File: src/rtl/tl_pkg.sv
// Shared definitions for the traffic light controller and its side-street sensor.
package tl_pkg;

    // Side-sensor FSM state encoding, also exported on the debug port.
    typedef enum logic [1:0] {
        IDLE    = 2'd0,
        PENDING = 2'd1,
        SERVING = 2'd2
    } sstate_e;

    // Lamp one-hot encoding used by the controller ({red, yellow, green}).
    localparam logic [2:0] LAMP_RED = 3'b100;
    localparam logic [2:0] LAMP_YEL = 3'b010;
    localparam logic [2:0] LAMP_GRN = 3'b001;

    // Default detector filtering and urgency thresholds.
    localparam int DEF_DEB_CYCLES = 4;
    localparam int DEF_MAX_WAIT   = 200;

endpackage

File: src/rtl/det_debounce.sv
// Loop-detector front end: 2-FF synchroniser, debounce filter, rising-edge pulse.
module det_debounce
    import tl_pkg::*;
#(
    parameter int DEB_CYCLES = DEF_DEB_CYCLES
) (
    input  logic clk_i,
    input  logic rst_i,
    input  logic det_raw_i,
    output logic level_o,
    output logic rise_o
);

    // DEB_CYCLES is limited to 1..15, so four bits always suffice.
    localparam int DW = 4;

    logic          s1_q, s2_q;
    logic          lvl_q, lvl_d;
    logic          lvl_prev_q;
    logic [DW-1:0] cnt_q, cnt_d;

    // Count cycles the synchronised input disagrees with the accepted level;
    // the level flips once the disagreement has lasted DEB_CYCLES samples.
    always_comb begin
        cnt_d = '0;
        lvl_d = lvl_q;
        if (s2_q != lvl_q) begin
            if (cnt_q == DW'(DEB_CYCLES - 1)) begin
                lvl_d = s2_q;
                cnt_d = '0;
            end else begin
                cnt_d = cnt_q + 1'b1;
            end
        end
    end

    // Synchroniser, filter state and previous level for edge detection.
    always_ff @(posedge clk_i or posedge rst_i) begin
        if (rst_i) begin
            s1_q       <= 1'b0;
            s2_q       <= 1'b0;
            lvl_q      <= 1'b0;
            lvl_prev_q <= 1'b0;
            cnt_q      <= '0;
        end else begin
            s1_q       <= det_raw_i;
            s2_q       <= s1_q;
            lvl_q      <= lvl_d;
            lvl_prev_q <= lvl_q;
            cnt_q      <= cnt_d;
        end
    end

    assign level_o = lvl_q;
    assign rise_o  = lvl_q & ~lvl_prev_q;

endmodule

File: src/rtl/side_sensor_req.sv
// Side-street request generator: counts waiting vehicles, holds Dss until served.
// Optional stuck-detector supervision is built when SIDE_SENSOR_STUCK_EN is defined.
module side_sensor_req
    import tl_pkg::*;
#(
    parameter int DEB_CYCLES   = DEF_DEB_CYCLES,
    parameter int CNT_W        = 4,
    parameter int MAX_WAIT     = DEF_MAX_WAIT,
    parameter int WAIT_W       = 8,
    parameter int STUCK_CYCLES = 1000
) (
    input  logic             clk,
    input  logic             Dreset,
    input  logic             det_raw,
    input  logic             forSG,
    output logic             Dss,
    output logic [CNT_W-1:0] veh_cnt,
    output logic             urgent,
    output logic [1:0]       sstate,
    output logic             det_fault
);

    localparam logic [CNT_W-1:0]  CNT_MAX  = '1;
    localparam logic [WAIT_W-1:0] WAIT_MAX = '1;

    sstate_e           state_q, state_d;
    logic [CNT_W-1:0]  cnt_q, cnt_d;
    logic [WAIT_W-1:0] wait_q, wait_d;
    logic              urg_q, urg_d;
    logic              dss_q, dss_d;
    logic              forsg_q;
    logic              det_lvl, det_rise;
    logic              arrival, dss_force, sg_fall;

    det_debounce #(.DEB_CYCLES(DEB_CYCLES)) u_deb (
        .clk_i     (clk),
        .rst_i     (Dreset),
        .det_raw_i (det_raw),
        .level_o   (det_lvl),
        .rise_o    (det_rise)
    );

`ifdef SIDE_SENSOR_STUCK_EN
    localparam int SW = $clog2(STUCK_CYCLES + 1);

    logic [SW-1:0] stuck_q, stuck_d;
    logic          fault_q, fault_d;

    // Measure how long the debounced level has stayed high; a detector that
    // never releases is latched as faulty until reset.
    always_comb begin
        stuck_d = '0;
        fault_d = fault_q;
        if (det_lvl) begin
            stuck_d = (stuck_q == SW'(STUCK_CYCLES)) ? stuck_q : stuck_q + 1'b1;
            if (stuck_q == SW'(STUCK_CYCLES - 1))
                fault_d = 1'b1;
        end
    end

    // Stuck timer and sticky fault flag.
    always_ff @(posedge clk or posedge Dreset) begin
        if (Dreset) begin
            stuck_q <= '0;
            fault_q <= 1'b0;
        end else begin
            stuck_q <= stuck_d;
            fault_q <= fault_d;
        end
    end

    // A faulted detector cannot be trusted to count, so keep requesting
    // service so the side street is still cycled.
    assign arrival   = det_rise & ~fault_q;
    assign dss_force = fault_d;
    assign det_fault = fault_q;
`else
    logic lvl_unused;
    assign lvl_unused = det_lvl | (|STUCK_CYCLES);
    assign arrival    = det_rise;
    assign dss_force  = 1'b0;
    assign det_fault  = 1'b0;
`endif

    assign sg_fall = forsg_q & ~forSG;

    // Request FSM: next state, vehicle count, wait timer, urgency and Dss.
    always_comb begin
        state_d = state_q;
        cnt_d   = cnt_q;
        wait_d  = wait_q;
        urg_d   = urg_q;
        case (state_q)
            IDLE: begin
                // Controller serving on its own: follow it, never request.
                if (forSG) begin
                    state_d = SERVING;
                end else if (arrival) begin
                    state_d = PENDING;
                    cnt_d   = CNT_W'(1);
                    wait_d  = '0;
                    urg_d   = 1'b0;
                end
            end
            PENDING: begin
                if (arrival && cnt_q != CNT_MAX)
                    cnt_d = cnt_q + 1'b1;
                if (wait_q != WAIT_MAX)
                    wait_d = wait_q + 1'b1;
                if (wait_q == WAIT_W'(MAX_WAIT - 1))
                    urg_d = 1'b1;
                if (forSG)
                    state_d = SERVING;
            end
            SERVING: begin
                // Vehicles arriving on green drive straight through.
                if (sg_fall) begin
                    state_d = IDLE;
                    cnt_d   = '0;
                    wait_d  = '0;
                    urg_d   = 1'b0;
                    if (arrival) begin
                        state_d = PENDING;
                        cnt_d   = CNT_W'(1);
                    end
                end
            end
            default: state_d = IDLE;
        endcase
        // Dss only survives into SERVING if it was raised by a real request.
        dss_d = (state_d == PENDING) | ((state_d == SERVING) & dss_q) | dss_force;
    end

    // Registered FSM and output state.
    always_ff @(posedge clk or posedge Dreset) begin
        if (Dreset) begin
            state_q <= IDLE;
            cnt_q   <= '0;
            wait_q  <= '0;
            urg_q   <= 1'b0;
            dss_q   <= 1'b0;
            forsg_q <= 1'b0;
        end else begin
            state_q <= state_d;
            cnt_q   <= cnt_d;
            wait_q  <= wait_d;
            urg_q   <= urg_d;
            dss_q   <= dss_d;
            forsg_q <= forSG;
        end
    end

    assign Dss     = dss_q;
    assign veh_cnt = cnt_q;
    assign urgent  = urg_q;
    assign sstate  = state_q;

endmodule

File: config.mk
export PLATFORM = sky130hd
export DESIGN_NAME = side_sensor_req
export DESIGN_NICKNAME = d
export VERILOG_FILES = /design/src/rtl/tl_pkg.sv /design/src/rtl/det_debounce.sv /design/src/rtl/side_sensor_req.sv
export SDC_FILE = /design/constraint.sdc
export NUM_CORES = 1
export LEC_CHECK = 0
export ABC_AREA = 1
export CAP_MARGIN = 20
export CORE_MARGIN = 4
export CORE_UTILIZATION = 50
export CTS_BUF_LIST = sky130_fd_sc_hd__clkbuf_2 sky130_fd_sc_hd__clkbuf_4 sky130_fd_sc_hd__clkbuf_8
export CTS_CLUSTER_SIZE = 30
export DETAILED_ROUTE_END_ITERATION = 8
export GPL_TIMING_DRIVEN = 0
export PLACE_DENSITY = 0.76
export SYNTH_ARGS = -nofsm -noshare
export SYNTH_HDL_FRONTEND = slang
export SYNTH_HIERARCHICAL = 1
export SYNTH_SLANG_ARGS = --single-unit
File: constraint.sdc
create_clock -name clk -period 1.9 [get_ports clk]
set_input_delay 0.475 -clock clk [delete_from_list [all_inputs] [get_ports clk]]
set_output_delay 0.475 -clock clk [all_outputs]
set_load 0.005 [all_outputs]
==> summary.md <==
The endpoint identified for the worst register-to-register timing path is wait_q[6]. The tools report the residual overflow from global routing as 0. Summing every instance area after synthesis gives 0.001416 mm2. In this run, the clock network consumes 13.3% of the power.

Cells with a size suffix above 1 make up 10.71% of the layout. Across the run, the number of max-cap violations was 0. The die is 61.23 um tall. The total buffers and inverters traversed by the critical path is 1, and the power density over the cells is 1113 mW/mm2. Between clock sinks in the finished design, the worst skew comes to 0.01095 ns. Clock-pin slew was measured on the worst setup and hold paths at 0.14 ns.

The critical path in this run is classified as flop to output pin. The flow ran to the end, and the final reports show no timing, DRC or antenna violations. Buffers added to address setup during post-CTS repair amount to 0.

For this configuration, the core starts out at a cell density of 51.81%. The depth of the worst register-to-register path was 10. The tools report the number of global-route vias before repair as 1,097. The max-slew violation count is 0, and the routed wire length is 2.536 mm. Cell internal power was estimated by the tool at 1029 uW.

Broken down by cell family, the worst path's largest delay share belongs to buffers and inverters. The tools report the clock tree root driver cell as clkbuf_4. The worst-margin pin slew was 0.6641 ns; the maximum single-stage delay on the critical path was 0.54 ns. After synthesis, the mean cell area works out to 7.825 um2. In this run the remaining antenna-violating nets after routing total 0.

TritonCTS built the clock tree. The clock insertion delay at the later pin of the skew report was 0.31 ns. The tools report the category of the worst setup path launch point as a flop.

In this run, post-CTS hold repair placed 0 buffers. On the final layout, the worst hold slack is 0.3774 ns. The via count came out at 1,158. Setup repair after global routing left no endpoint under its margin. The share of total power dissipated in sequential elements is 40.5%. The number of clock buffers added by TritonCTS is 3.

The critical path goes through clkdlybuf4s50_1. The count of clock tree sinks is 25, and the synthesis warning total is 6. The mean number of vias per cell was 5.101; the count of final setup violators was 0. The run gives 0.001565 mm2 as the instance area at placement.

The run gives 0 as the final hold violation count. The antenna cell count is 0, and the sequential area share after synthesis is 44.17%. The H-tree depth reported by CTS came out at 1. The number of top-level pins came out at 13. For this run, the post-layout net count is 208.

In the final routed layout, each cell accounts on average for 11.17 um. From left edge to right edge, the die measures 61.23 um. The run gives 4.443 mm as the wire length of the first global-routing pass. The tools report the origin of the critical flop-to-flop path as sstate[1]. For this design the total switching power over the nets is 745.9 uW.

The setup check on the worst reg-to-reg path leaves a slack of 0.21 ns. The first routing iteration left 79 violations. In the layout the commonest cells are nand2_1, dfrtp_1, inv_1, nor2_1, clkdlybuf4s50_1. The number of antenna violations at the first check in global routing is 0, and the core area is 0.002734 mm2.

For the data required time of the critical path, the log shows 1.42 ns. The maximum root-to-sink buffer count was 2; the post-detailed-route DRC marker count was 0. The worst hold path was traced through 0 stages. The area growth from synthesis to layout is 12.63%. The switching part of the total power was 42.03%. The tools report the total iterations of the first detailed-routing run as 4.

Detailed-placement wirelength estimate: 1.926 mm. Row generation in the floorplan step produced 19 rows. Input and output buffers added on the ports amount to 11. The die covers 0.003749 mm2. The slowest stage of the critical path is the clkdlybuf4s50_1 cell. With fillers left out, the area of the finished cells amounts to 0.001595 mm2. Routability-driven placement finished with a final weighted congestion of 0.8125. The period utilization is 94.91%.

The worst-case IR drop observed on VDD is 901.7 uV. The tools report the leakage power as 0.0007928 uW. The tools report the arrival time of the worst setup path as 1.33 ns. The type of destination of the critical path is an output pin.

Of all nets on the critical path, the largest fanout is 7. Headroom to the max-slew limit came out at 55.68%. The run gives 192 as the synthesized netlist net count. Counting distinct cell types in the post-synthesis netlist gives 26. The worst hold path begins at u_deb/s1_q. For this run, the number of standard cells in the final layout without fillers is 227.

Counting I/O delays and the setup requirement, the final critical path takes 1.803 ns. Synthesis inferred 25 register bits. Combinational logic is responsible for 46.1% of the overall power. The library cell used most frequently in the layout, excluding fill and tap cells, is nand2_1. After routing, the total negative slack on setup checks comes to 0 ns. Based on the critical path, the design can be clocked at up to 554.6 MHz.

Including well taps, the total number of placed cells is 223. In this run the worst hold path is classified as flop to flop. Global routing used 15.39% of the available tracks across all layers.

Counting every instance in the synthesized netlist gives 181. The capture endpoint of the worst hold path is u_deb/s2_q. Measured on the finished design, the core utilization comes to 58.35%. The maximum number of pins on one net before global-route repair came out at 18.
==> state kept, by name (all words and copies together) (netlist names) <==
name              flops
forsg_q               1
u_deb/lvl_prev_q      1
veh_cnt               4
Dss                   1
u_deb/level_o         1
u_deb/cnt_q           4
wait_q                8
u_deb/s1_q            1
sstate                2
urgent                1
u_deb/s2_q            1
==> stage by stage <==
stage | total power [uW] | worst slack (ns)
after floorplan | 1323 | 0.3688
after global placement | 1528 | -0.03036
after detailed placement | 1547 | -0.06781
after CTS | 1786 | 0.08157
after global routing | 1947 | 0.02734
final | 1775 | 0.09676
==> power groups by stage <==
stage | clock (uW) | combinational [uW] | sequential [uW]
CTS | 243 | 823 | 720
floorplan | 0 | 606 | 717
global placement | 0 | 803 | 725
finish | 237 | 819 | 720
detailed placement | 0 | 816 | 731
global route | 264 | 946 | 737
==> kinds of logic after synthesis <==
family                   Yosys count  share of synthesized area (%)
other                              1                         0.2648
AND/OR/NAND/NOR                  100                          31.98
flip-flops                        25                          44.17
AO/OA/AOI/OAI                     22                          8.746
XOR/XNOR                           2                          1.237
buffers and inverters             24                          7.420
adder cells (fa/ha/maj)            7                          6.183
==> routing by layer <==
layer / global-route usage [%] / part of all wire (%) / vias to the layer above
li1: - / - / 609
met1: 21.00 / 50 / 531
met2: 25.68 / 46 / 16
met3: 2.306 / 3.1 / 2
met4: 3.715 / 0.55 / 0
met5: 0 / 0 / -
==> Yosys cell counts <==
cell,count,area [um2]
buf_8,1,15.01
nor2_1,12,45.04
nand2_4,1,11.26
inv_2,1,3.750
inv_1,20,75.07
nor3_1,2,10.01
o21ai_1,4,20.02
nand2_2,3,18.77
nand4_1,4,25.02
conb_1,1,3.750
nor2_2,1,6.260
nand2_1,61,229.0
o21ai_2,3,26.28
nand3_1,9,45.04
clkbuf_1,1,3.750
ha_1,7,87.58
nand4_2,1,12.51
buf_4,1,7.510
nor2_4,2,22.52
a21boi_0,1,7.510
dfrtp_1,25,625.6
xnor2_1,2,17.52
or2_2,2,12.51
nand3b_1,2,15.01
o21ai_0,10,50.05
a21oi_1,4,20.02
==> area by class of cell <==
class	instances	area, um2
Sequential cell	25	625.6
Tap cell	31	38.79
Clock inverter	1	5.005
Clock buffer	3	22.52
Multi-Input combinational cell	132	688.2
Timing Repair Buffer	11	110.1
Buffer	3	26.28
Inverter	21	78.83
Fill cell	229	1139
==> worst max-delay path by stage <==
stage	from	end	slack [ns]	cells after the start
2_1_floorplan	sstate[1]	wait_q[2]	0.37	10
6_report	sstate[1]	sstate[1]	0.1	1
3_3_place_gp	forSG	wait_q[1]	-0.03	10
3_5_place_dp	forSG	wait_q[6]	-0.07	10
5_1_grt	sstate[1]	sstate[1]	0.03	1
4_1_cts	sstate[1]	sstate[1]	0.08	1
==> timing repair <==
item,CTS,global route
gates resized for setup,0,1
setup endpoints to repair,0,1
endpoints found under the hold margin,0,0
Power figures use the tool's default switching activity.
